===== config.mk =====
export PLATFORM = sky130hd
export DESIGN_NAME = fp16_operand_unpack_flat
export DESIGN_NICKNAME = d
export VERILOG_FILES = /design/src/rtl/fp16_pkg.sv /design/src/rtl/fp16_operand_unpack_if.sv /design/src/rtl/fp16_classify.sv /design/src/rtl/fp16_operand_unpack.sv /design/src/flat_wrapper.sv
export SDC_FILE = /design/constraint.sdc
export NUM_CORES = 1
export LEC_CHECK = 0
export CAP_MARGIN = 0
export CORE_MARGIN = 2
export CORE_UTILIZATION = 35
export CTS_CLUSTER_DIAMETER = 200
export DETAILED_ROUTE_END_ITERATION = 10
export PLACE_DENSITY = 0.65
export RECOVER_POWER = 50
export SYNTH_ARGS = -nofsm -noshare
export SYNTH_HDL_FRONTEND = slang
export SYNTH_SLANG_ARGS = --single-unit

===== constraint.sdc =====
create_clock -name clk -period 4.25 [get_ports clk]
set_clock_uncertainty 0.2 [all_clocks]
set_input_delay 1.275 -clock clk [delete_from_list [all_inputs] [get_ports clk]]
set_output_delay 1.275 -clock clk [all_outputs]
set_load 0.005 [all_outputs]

===== src/rtl/fp16_pkg.sv =====
// rtl/fp16_pkg.sv - shared half-precision field widths, class codes and pack status
//
// Purpose: common definitions for the fp16 ALU front end (unpack) and back end (pack).
// Contents: field widths, exponent limit, canonical quiet NaN, operand class codes,
//           pack-side status codes, unpacked operand/pair structs, small helper.
package fp16_pkg;

  localparam int EXP_W  = 5;
  localparam int FRAC_W = 10;
  localparam int MANT_W = 11;

  localparam logic [EXP_W-1:0] EXP_MAX = 5'd31;
  localparam logic [15:0]      QNAN    = 16'h7E00;

  typedef enum logic [2:0] {
    CLS_ZERO = 3'b000,
    CLS_SUB  = 3'b001,
    CLS_NORM = 3'b010,
    CLS_INF  = 3'b011,
    CLS_NAN  = 3'b100
  } fp_class_e;

  // Result status produced by the exponent check/pack stage.
  typedef enum logic [1:0] {
    PK_ZERO = 2'b00,
    PK_OVF  = 2'b01,
    PK_UNF  = 2'b10,
    PK_NORM = 2'b11
  } pack_status_e;

  typedef struct packed {
    logic              sign;
    logic [EXP_W-1:0]  exp;
    logic [MANT_W-1:0] mant;
    fp_class_e         cls;
  } fp_op_t;

  typedef struct packed {
    fp_op_t      a;
    fp_op_t      b;
    logic        special;
    logic [15:0] nan_word;
  } fp_pair_t;

  function automatic logic is_special(input fp_class_e c);
    return (c == CLS_INF) || (c == CLS_NAN);
  endfunction

endpackage


===== src/rtl/fp16_operand_unpack_if.sv =====
// rtl/fp16_operand_unpack_if.sv - operand-pair input and unpacked-pair output bus
//
// Purpose: groups the input handshake (in_valid/in_ready/a/b) and the output
//          handshake plus unpacked fields (out_valid/out_ready/s*/e*/m*/c*/special/nan_word).
// Modports: slave  - the unpack stage (consumes operands, produces unpacked pair)
//           master - the environment (source of operands, sink of unpacked pair)
interface fp16_operand_unpack_if;
  import fp16_pkg::*;

  logic              in_valid;
  logic              in_ready;
  logic [15:0]       a;
  logic [15:0]       b;
  logic              out_valid;
  logic              out_ready;
  logic              sa;
  logic              sb;
  logic [EXP_W-1:0]  ea;
  logic [EXP_W-1:0]  eb;
  logic [MANT_W-1:0] ma;
  logic [MANT_W-1:0] mb;
  logic [2:0]        ca;
  logic [2:0]        cb;
  logic              special;
  logic [15:0]       nan_word;

  modport slave (
    input  in_valid, a, b, out_ready,
    output in_ready, out_valid, sa, sb, ea, eb, ma, mb, ca, cb, special, nan_word
  );

  modport master (
    output in_valid, a, b, out_ready,
    input  in_ready, out_valid, sa, sb, ea, eb, ma, mb, ca, cb, special, nan_word
  );

endinterface


===== src/rtl/fp16_classify.sv =====
// rtl/fp16_classify.sv - combinational single-operand unpack and classification
//
// Purpose: split one half-precision word into sign, effective exponent and
//          hidden-bit mantissa, and assign its class code.
// Ports: op_i  - raw operand {sign, exp[4:0], frac[9:0]}
//        unp_o - unpacked operand struct (sign, exp, mant, cls)
module fp16_classify
  import fp16_pkg::*;
(
  input  logic [15:0] op_i,
  output fp_op_t      unp_o
);

  logic [EXP_W-1:0]  exp_raw;
  logic [FRAC_W-1:0] frac;
  logic              exp_zero;
  logic              exp_max;
  logic              frac_zero;

  assign exp_raw   = op_i[14:10];
  assign frac      = op_i[9:0];
  assign exp_zero  = (exp_raw == '0);
  assign exp_max   = (exp_raw == EXP_MAX);
  assign frac_zero = (frac == '0);

  always_comb begin
    unp_o.sign = op_i[15];
    unp_o.mant = {!exp_zero, frac};
    unp_o.exp  = exp_raw;
    unp_o.cls  = CLS_NORM;
    if (exp_zero) begin
      // Subnormals share the exponent of the smallest normal so the datapath
      // can align them without a special case; zero keeps exponent 0.
      unp_o.cls = frac_zero ? CLS_ZERO : CLS_SUB;
      unp_o.exp = frac_zero ? 5'd0 : 5'd1;
    end else if (exp_max) begin
      unp_o.cls = frac_zero ? CLS_INF : CLS_NAN;
    end
  end

endmodule


===== src/rtl/fp16_operand_unpack.sv =====
// rtl/fp16_operand_unpack.sv - fp16 ALU front end: unpack, classify, skid-buffered output
//
// Purpose: accept operand pairs, unpack/classify both operands, present the
//          result one cycle later through an output register backed by a skid
//          register, and keep saturating NaN/inf/subnormal operand counters.
// Ports: clk, rst_n      - clock, synchronous active-low reset
//        bus (slave)     - operand input handshake and unpacked output handshake
//        cnt_clr         - synchronous clear of all counters (wins over increment)
//        nan_cnt/inf_cnt/sub_cnt - saturating operand counts
module fp16_operand_unpack #(
  parameter int          CNT_W = 8,
  parameter logic [15:0] QNAN  = fp16_pkg::QNAN
) (
  input  logic                    clk,
  input  logic                    rst_n,
  fp16_operand_unpack_if.slave    bus,
  input  logic                    cnt_clr,
  output logic [CNT_W-1:0]        nan_cnt,
  output logic [CNT_W-1:0]        inf_cnt,
  output logic [CNT_W-1:0]        sub_cnt
);
  import fp16_pkg::*;

  fp_op_t   unp_a;
  fp_op_t   unp_b;
  fp_pair_t pair_new;

  fp_pair_t          out_q;
  logic              out_valid_q;
  fp_pair_t          skid_q;
  logic              skid_valid_q;
  logic              in_ready_q;
  logic [CNT_W-1:0]  nan_cnt_q;
  logic [CNT_W-1:0]  inf_cnt_q;
  logic [CNT_W-1:0]  sub_cnt_q;

  logic              accept;
  logic              out_free;
  logic              skid_valid_d;
  logic [1:0]        nan_inc;
  logic [1:0]        inf_inc;
  logic [1:0]        sub_inc;

  fp16_classify u_cls_a (.op_i(bus.a), .unp_o(unp_a));
  fp16_classify u_cls_b (.op_i(bus.b), .unp_o(unp_b));

  always_comb begin
    pair_new.a        = unp_a;
    pair_new.b        = unp_b;
    pair_new.special  = is_special(unp_a.cls) || is_special(unp_b.cls);
    pair_new.nan_word = ((unp_a.cls == CLS_NAN) || (unp_b.cls == CLS_NAN)) ? QNAN : 16'h0000;
  end

  assign accept   = bus.in_valid && in_ready_q;
  // Output register can take new data when empty or being drained this edge.
  assign out_free = !out_valid_q || bus.out_ready;

  // in_ready is the registered inverse of skid occupancy, so accept never
  // coincides with a full skid; the skid only fills while the output stalls.
  always_comb begin
    skid_valid_d = skid_valid_q;
    if (out_free)
      skid_valid_d = 1'b0;
    else if (accept)
      skid_valid_d = 1'b1;
  end

  assign nan_inc = {1'b0, unp_a.cls == CLS_NAN} + {1'b0, unp_b.cls == CLS_NAN};
  assign inf_inc = {1'b0, unp_a.cls == CLS_INF} + {1'b0, unp_b.cls == CLS_INF};
  assign sub_inc = {1'b0, unp_a.cls == CLS_SUB} + {1'b0, unp_b.cls == CLS_SUB};

  function automatic logic [CNT_W-1:0] sat_add(input logic [CNT_W-1:0] c, input logic [1:0] inc);
    logic [CNT_W:0] s;
    s = {1'b0, c} + {{(CNT_W-1){1'b0}}, inc};
    return s[CNT_W] ? {CNT_W{1'b1}} : s[CNT_W-1:0];
  endfunction

  always_ff @(posedge clk) begin
    if (!rst_n) begin
      out_q        <= '0;
      out_valid_q  <= 1'b0;
      skid_q       <= '0;
      skid_valid_q <= 1'b0;
      in_ready_q   <= 1'b0;
      nan_cnt_q    <= '0;
      inf_cnt_q    <= '0;
      sub_cnt_q    <= '0;
    end else begin
      if (out_free) begin
        if (skid_valid_q) begin
          out_q       <= skid_q;
          out_valid_q <= 1'b1;
        end else begin
          if (accept)
            out_q <= pair_new;
          out_valid_q <= accept;
        end
      end else if (accept) begin
        skid_q <= pair_new;
      end
      skid_valid_q <= skid_valid_d;
      in_ready_q   <= !skid_valid_d;

      if (cnt_clr) begin
        nan_cnt_q <= '0;
        inf_cnt_q <= '0;
        sub_cnt_q <= '0;
      end else if (accept) begin
        nan_cnt_q <= sat_add(nan_cnt_q, nan_inc);
        inf_cnt_q <= sat_add(inf_cnt_q, inf_inc);
        sub_cnt_q <= sat_add(sub_cnt_q, sub_inc);
      end
    end
  end

  assign bus.in_ready  = in_ready_q;
  assign bus.out_valid = out_valid_q;
  assign bus.sa        = out_q.a.sign;
  assign bus.ea        = out_q.a.exp;
  assign bus.ma        = out_q.a.mant;
  assign bus.ca        = out_q.a.cls;
  assign bus.sb        = out_q.b.sign;
  assign bus.eb        = out_q.b.exp;
  assign bus.mb        = out_q.b.mant;
  assign bus.cb        = out_q.b.cls;
  assign bus.special   = out_q.special;
  assign bus.nan_word  = out_q.nan_word;

  assign nan_cnt = nan_cnt_q;
  assign inf_cnt = inf_cnt_q;
  assign sub_cnt = sub_cnt_q;

endmodule


===== src/flat_wrapper.sv =====
// flat-port wrapper written by rule: the top's interface ports become plain ports
module fp16_operand_unpack_flat import fp16_pkg::*;
#(
  parameter int          CNT_W = 8,
  parameter logic [15:0] QNAN  = fp16_pkg::QNAN
)
  (clk, rst_n, cnt_clr, nan_cnt, inf_cnt, sub_cnt, bus_in_valid, bus_a, bus_b, bus_out_ready, bus_in_ready, bus_out_valid, bus_sa, bus_sb, bus_ea, bus_eb, bus_ma, bus_mb, bus_ca, bus_cb, bus_special, bus_nan_word);
  fp16_operand_unpack_if bus_i ();
  input  logic clk;
  input  logic rst_n;
  input  logic cnt_clr;
  output logic [CNT_W-1:0] nan_cnt;
  output logic [CNT_W-1:0] inf_cnt;
  output logic [CNT_W-1:0] sub_cnt;
  input wire logic [$bits(bus_i.in_valid)-1:0] bus_in_valid;
  input wire logic [$bits(bus_i.a)-1:0] bus_a;
  input wire logic [$bits(bus_i.b)-1:0] bus_b;
  input wire logic [$bits(bus_i.out_ready)-1:0] bus_out_ready;
  output wire logic [$bits(bus_i.in_ready)-1:0] bus_in_ready;
  output wire logic [$bits(bus_i.out_valid)-1:0] bus_out_valid;
  output wire logic [$bits(bus_i.sa)-1:0] bus_sa;
  output wire logic [$bits(bus_i.sb)-1:0] bus_sb;
  output wire logic [$bits(bus_i.ea)-1:0] bus_ea;
  output wire logic [$bits(bus_i.eb)-1:0] bus_eb;
  output wire logic [$bits(bus_i.ma)-1:0] bus_ma;
  output wire logic [$bits(bus_i.mb)-1:0] bus_mb;
  output wire logic [$bits(bus_i.ca)-1:0] bus_ca;
  output wire logic [$bits(bus_i.cb)-1:0] bus_cb;
  output wire logic [$bits(bus_i.special)-1:0] bus_special;
  output wire logic [$bits(bus_i.nan_word)-1:0] bus_nan_word;
  assign bus_i.in_valid = bus_in_valid;
  assign bus_i.a = bus_a;
  assign bus_i.b = bus_b;
  assign bus_i.out_ready = bus_out_ready;
  assign bus_in_ready = bus_i.in_ready;
  assign bus_out_valid = bus_i.out_valid;
  assign bus_sa = bus_i.sa;
  assign bus_sb = bus_i.sb;
  assign bus_ea = bus_i.ea;
  assign bus_eb = bus_i.eb;
  assign bus_ma = bus_i.ma;
  assign bus_mb = bus_i.mb;
  assign bus_ca = bus_i.ca;
  assign bus_cb = bus_i.cb;
  assign bus_special = bus_i.special;
  assign bus_nan_word = bus_i.nan_word;
  fp16_operand_unpack #(.CNT_W(CNT_W), .QNAN(QNAN)) u_core (.clk(clk), .rst_n(rst_n), .bus(bus_i), .cnt_clr(cnt_clr), .nan_cnt(nan_cnt), .inf_cnt(inf_cnt), .sub_cnt(sub_cnt));
endmodule

==> impl_metrics.ini, run 1 <==
[run_status]
status = finished, final reports clean

[setup_path]
end_kind = flop
cp_cell_sequence = clkdlybuf4s50_1 -> or4_4 -> nor2_4 -> nand2_1 -> fa_1 -> inv_1 -> ha_1 -> and4_1 -> nand4_1 -> a21oi_1
path_buf_inv = 2
required_ns = 4.33
cp_data_arrival_time_ns = 3.97
path_class = input pin to flop
worstPathMaxFanout = 6
slowest_stage = or4_4
start_kind = input pin
critPathTopFamily = simple AND/OR/NAND/NOR gates
crit_path_max_incr_delay_ns = 0.59

[synth]
syn-cell-area_mm2 = 0.00497
synth_top_area_share_pct = 44.7
postSynthAreaPerCell_um2 = 8.69
synth_top_cell_by_area = dfxtp_1
synth_edf_count = 0
yosysWarnings = 0
synthCells = 572
netlist-cell-type-count = 49
synth_area_leaders = dfxtp_1 (45%), nand2_1 (6.6%), a21oi_1 (6.5%)
yosysSeqAreaShare_pct = 44.7
ys_seq_elements = 111
synthArstFlopShare_pct = 0
ys.flop_type = dfxtp_1

[drt]
vias = 4391
firstDrtPassIters = 4
drt_iter0_drc = 316
wl_per_cell_um = 14.7
finalWirelength_um = 12700
ant_nets = 0
drc_errors = 0
vias_per_cell = 5.11

[timing]
report.final.hold_viol_count = 0
fin_crit_ns = 3.89
setup_viol = 0
worstMarginPinSlew_ns = 1.42
fmax_ghz = 0.257
slew_headroom_pct = 4.95
slew_viol_final = 0
whs_ns = 0.251
rsz0062_at_grt = no
fin_crit_sh_pct = 91.5

[global_routing]
grt_pass1_vias = 4154
grt_max_degree = 55
grt_antenna_before_repair = 0
grt_pass1_wl_um = 20500
grt_usage_pct = 17.2
grt_overflow = 0

[clock_tree]
cts_max_level = 3
post_cts_buffers = 0
cts_tree = done
clk_latency_ns = 0.35
cts_buffer_depth = 2
cts_root_buffer = clkbuf_16
cts_sinks = 111
cts_buffers = 9
cts_resized = 0
clk_pin_slew_ns = 0.07
postCtsHoldBufs = 0

[cells_and_area]
layout.cells.non_filler = 859
layout_commonest_cell = dfxtp_1
postLayoutCellArea_mm2 = 0.00648
antenna-diode-count = 0
drive_above_1_share_pct = 8.54
syn_to_final_growth_pct = 30.4
final_cell_mix = dfxtp_1 (110), nand2_1 (89), dlygate4sd3_1 (74), a21oi_1 (65), nor2_1 (54)
nets = 717

[placement]
placement.io_buffers = 109
place_congestion = 0.826
place_area_mm2 = 0.00621
dp_cells = 843
hpwl_um = 8960

[floorplan]
fp-row-count = 43
die_h_um = 123
ios = 120
start_util_pct = 35.8
dieArea_mm2 = 0.0152
die_w_um = 123
core-area_mm2 = 0.0139

[power_and_ir_drop]
ir_worst_vdd_mv = 0.210
powerDensity_mw_per_mm2 = 335
p_leak_nw = 2.43

[flow_run]
max-cap-violations = 0

[hold_path]
hold_class = flop to flop
## state kept, by name, indices dropped and copies added, names as in the netlist, 3 cells and up
| name | cells |
|---|---|
| u_core.nan_cnt | 8 |
| u_core.inf_cnt | 8 |
| u_core.bus.ea | 5 |
| u_core.skid_q | 42 |
| u_core.bus.ca | 3 |
| u_core.sub_cnt | 8 |
| u_core.bus.cb | 3 |
| u_core.bus.mb | 11 |
| u_core.bus.eb | 5 |
| u_core.bus.ma | 11 |
## synthesized netlist by cell type (3+ instances only)
master    number
fa_1           3
dfxtp_1      111
nor3_1        13
buf_4         23
clkbuf_1      11
nand3_1       19
xor2_1         6
xnor2_1        4
a31oi_1        7
nor2_1        53
nor3b_1        3
a211oi_1      33
buf_2         14
inv_1          4
o21ai_0       11
a211oi_2       5
a211o_1        4
o31ai_1        3
nand4_1        8
nand2b_1       6
nand2_1       88
mux2i_1       31
and2_1         3
and3_1         5
buf_6          3
ha_1           3
nor4_1         4
a21oi_1       65
## where the power goes
| group | leakage, nW | switching [mW] | internal (mW) |
|---|---|---|---|
| sequential | 0.903 | 0.0194 | 1.07 |
| clock | 0.146 | 0.382 | 0.474 |
| combinational | 1.38 | 0.112 | 0.115 |
| total | 2.43 | 0.513 | 1.66 |
## per-stage QoR
| step | utilization (%) | setup TNS [ns] | worst slack, ns | power (mW) |
|---|---|---|---|---|
| 2_1_floorplan | - | 0 | 0.718 | 1.23 |
| 3_3_place_gp | 44.7 | 0 | 0.107 | 1.36 |
| 3_5_place_dp | 44.7 | -0.0332 | -0.0274 | 1.36 |
| 4_1_cts | 46.9 | 0 | 0.358 | 2.22 |
| 5_1_grt | 46.7 | 0 | 0.108 | 2.27 |
| 6_report | 46.7 | 0 | 0.361 | 2.17 |
## worst reg2reg max path: stages (launching register included)
cell and delay (ns):
dfxtp_2 0.90, inv_2 0.25, a21boi_1 0.93, buf_12 0.34, nor2_1 0.11, a211oi_1 0.23
## layer usage
| metal | global-route usage [%] | vias up | part of all wire [%] |
|---|---|---|---|
| met5 | 0 | - | 0 |
| met4 | 4.97 | 0 | 1.2 |
| met3 | 5.07 | 10 | 5.6 |
| met2 | 28.3 | 110 | 48 |
| met1 | 21.7 | 2080 | 45 |
| li1 | - | 2191 | - |
## cell type report
cell class / instances / area [um2]
Tap cell: 180 / 225
Sequential cell: 111 / 2220
Multi-Input combinational cell: 411 / 2420
Inverter: 6 / 22.5
Clock buffer: 11 / 243
Fill cell: 1331 / 7400
Clock inverter: 5 / 56.3
Timing Repair Buffer: 135 / 1290
## final timing paths
path | start | end | slack [ns] | cells past startpoint
min reg2reg | u_core.bus.ma[10]$_SDFFE_PN0P_ | u_core.bus.ma[10]$_SDFFE_PN0P_ | 0.25 | 2
min | u_core.bus.ma[10]$_SDFFE_PN0P_ | u_core.bus.ma[10]$_SDFFE_PN0P_ | 0.25 | 2
max | bus_b[10] | u_core.sub_cnt[3]$_SDFFE_PP0P_ | 0.36 | 10
max reg2reg | u_core.skid_valid_q$_SDFF_PN0_ | u_core.bus.ea[1]$_SDFFE_PN0P_ | 1.21 | 5
## cells by family after synthesis
family	synth area share, %
fa+ha+maj	1.96
mux	6.24
other cells	0.0754
buf+inv	7.15
flops	44.7
xor+xnor	1.76
simple gates	20.4
compound gates	17.7
(Power assumes the default switching activity.)
==> run 2, diff against run 1 <==
CAP_MARGIN = 30   (was 0)
CTS_BUF_LIST = sky130_fd_sc_hd__clkbuf_2 sky130_fd_sc_hd__clkbuf_4 sky130_fd_sc_hd__clkbuf_8   (was unset)
==> impl_metrics.ini, run 2 (same netlist as run 1, synthesis figures left out) <==
[setup_path]
worstPathMaxFanout = 6
r2r_slack_ns = 1.19
worstRegToRegCells = 5
required_ns = 4.36
critPathTopFamily = simple AND/OR/NAND/NOR gates
end_kind = flop
cp_data_arrival_time_ns = 3.99
cp_cell_sequence = clkdlybuf4s50_1 -> or4_4 -> nor2_4 -> nand2_1 -> fa_1 -> inv_1 -> ha_1 -> and4_1 -> nand4_1 -> a21oi_1
slowest_stage = or4_4
r2r_start = u_core.skid_valid_q$_SDFF_PN0_
crit_end = u_core.sub_cnt[3]$_SDFFE_PP0P_
cp-startpoint = bus_b[10]
crit_path_max_incr_delay_ns = 0.59
cp_num_cells = 10
r2r-end = u_core.bus.ea[1]$_SDFFE_PN0P_
path_buf_inv = 2
start_kind = input pin
path_class = input pin to flop

[global_routing]
grt_antenna_before_repair = 0
grt_pass1_vias = 4163
grt_overflow = 0
grt_pass1_wl_um = 20500
grt_max_degree = 55
grt_usage_pct = 17.2

[cells_and_area]
drive_above_1_share_pct = 8.69
syn_to_final_growth_pct = 28.4
final_cell_mix = dfxtp_1 (110), nand2_1 (89), dlygate4sd3_1 (72), a21oi_1 (65), nor2_1 (54)
final.fill_count = 1342
regMostFlops = u_core.skid_q
antenna-diode-count = 0
nets = 717
largest_reg_flops = 42
layout_commonest_cell = dfxtp_1

[timing]
setup_viol = 0
rsz0062_at_grt = no
totalNegativeSetupSlack_ns = 0
fmax_ghz = 0.258
slew_viol_final = 0
slew_headroom_pct = 4.70
fin_crit_ns = 3.88
worstMarginPinSlew_ns = 1.42
report.final.hold_viol_count = 0
fin_crit_sh_pct = 91.4
fin_ws_ns = 0.367

[clock_tree]
cts_buffer_depth = 2
cts_root_buffer = clkbuf_8
post_cts_buffers = 0
cts_buffers = 9
postCtsHoldBufs = 0
cts_resized = 0
cts_max_level = 3
clk_pin_slew_ns = 0.10
cts_tree = done
cts_sinks = 111
clk_latency_ns = 0.38

[placement]
place_congestion = 0.826
placement.io_buffers = 109
place_ws_ns = -0.0274
hpwl_um = 8960

[floorplan]
dieArea_mm2 = 0.0152
core-area_mm2 = 0.0139
die_w_um = 123
fp-row-count = 43
ios = 120
start_util_pct = 35.8
die_h_um = 123

[drt]
vias = 4441
firstDrtPassIters = 4
wl_per_cell_um = 14.9
ant_nets = 0
drc_errors = 0
drt_iter0_drc = 314
finalWirelength_um = 12800
vias_per_cell = 5.17

[flow_run]
max-cap-violations = 0

[power_and_ir_drop]
powerDensity_mw_per_mm2 = 309
p_leak_nw = 2.38
ir_worst_vdd_mv = 0.209
power_mw = 1.97

[hold_path]
hold_class = flop to flop

[run_status]
status = finished, final reports clean
run 2: cell types whose count changed in the layout (fill, tap and decap cells not counted), sizes merged:
cell,delta
clkdlybuf4s50,+2
dlygate4sd3,-2
run 2: how the worst min path moves through the flow:
stage	startpoint	end	slack (ns)	cells past startpoint
after floorplan	u_core.skid_q[20]$_SDFFE_PN0P_	u_core.skid_q[20]$_SDFFE_PN0P_	0.24	2
final	u_core.bus.ma[10]$_SDFFE_PN0P_	u_core.bus.ma[10]$_SDFFE_PN0P_	0.26	2
after global placement	u_core.skid_q[28]$_SDFFE_PN0P_	u_core.skid_q[28]$_SDFFE_PN0P_	0.24	2
after detailed placement	u_core.skid_q[25]$_SDFFE_PN0P_	u_core.skid_q[25]$_SDFFE_PN0P_	0.25	2
after global routing	u_core.skid_q[53]$_SDFFE_PN0P_	u_core.skid_q[53]$_SDFFE_PN0P_	0.28	2
after CTS	u_core.skid_q[25]$_SDFFE_PN0P_	u_core.skid_q[25]$_SDFFE_PN0P_	0.26	2
run 2: where the power goes:
group	internal [mW]	switching (mW)
Sequential	1.07	0.0196
Clock	0.296	0.356
Combinational	0.115	0.112
Total	1.48	0.488
run 2: stage by stage:
step | area, um2 | util [%] | cells | hold slack [ns]
2_1_floorplan | 5010 | - | 581 | 0.236
6_report | 6380 | 46.0 | 859 | 0.256
5_1_grt | 6380 | 46.0 | 859 | 0.279
3_5_place_dp | 6210 | 44.7 | 843 | 0.248
3_3_place_gp | 6210 | 44.7 | 843 | 0.242
4_1_cts | 6410 | 46.2 | 859 | 0.263
run 2: layer usage:
metal | up-vias | wire [um] | GRT usage [%] | share of wire [%]
li1 | 2188 | - | - | -
met1 | 2107 | 5610 | 21.8 | 44
met2 | 127 | 6140 | 28.3 | 48
met3 | 19 | 853 | 5.30 | 6.7
met4 | 0 | 163 | 4.47 | 1.3
met5 | - | 0 | 0 | 0
run 2: worst reg2reg max path: stages (launching register included):
cell and delay [ns]:
dfxtp_2 0.92, inv_2 0.27, a21boi_1 0.92, buf_12 0.34, nor2_1 0.11, a211oi_1 0.23
run 2: cell type report:
type	count	area, um2	area share, %
timing repair buffer	135	1290	20.2
tap	180	225	3.53
clock buffer	11	145	2.27
multi-input combinational	411	2420	37.9
clock inverter	5	56.3	0.882
inverter	6	22.5	0.353
sequential	111	2220	34.8
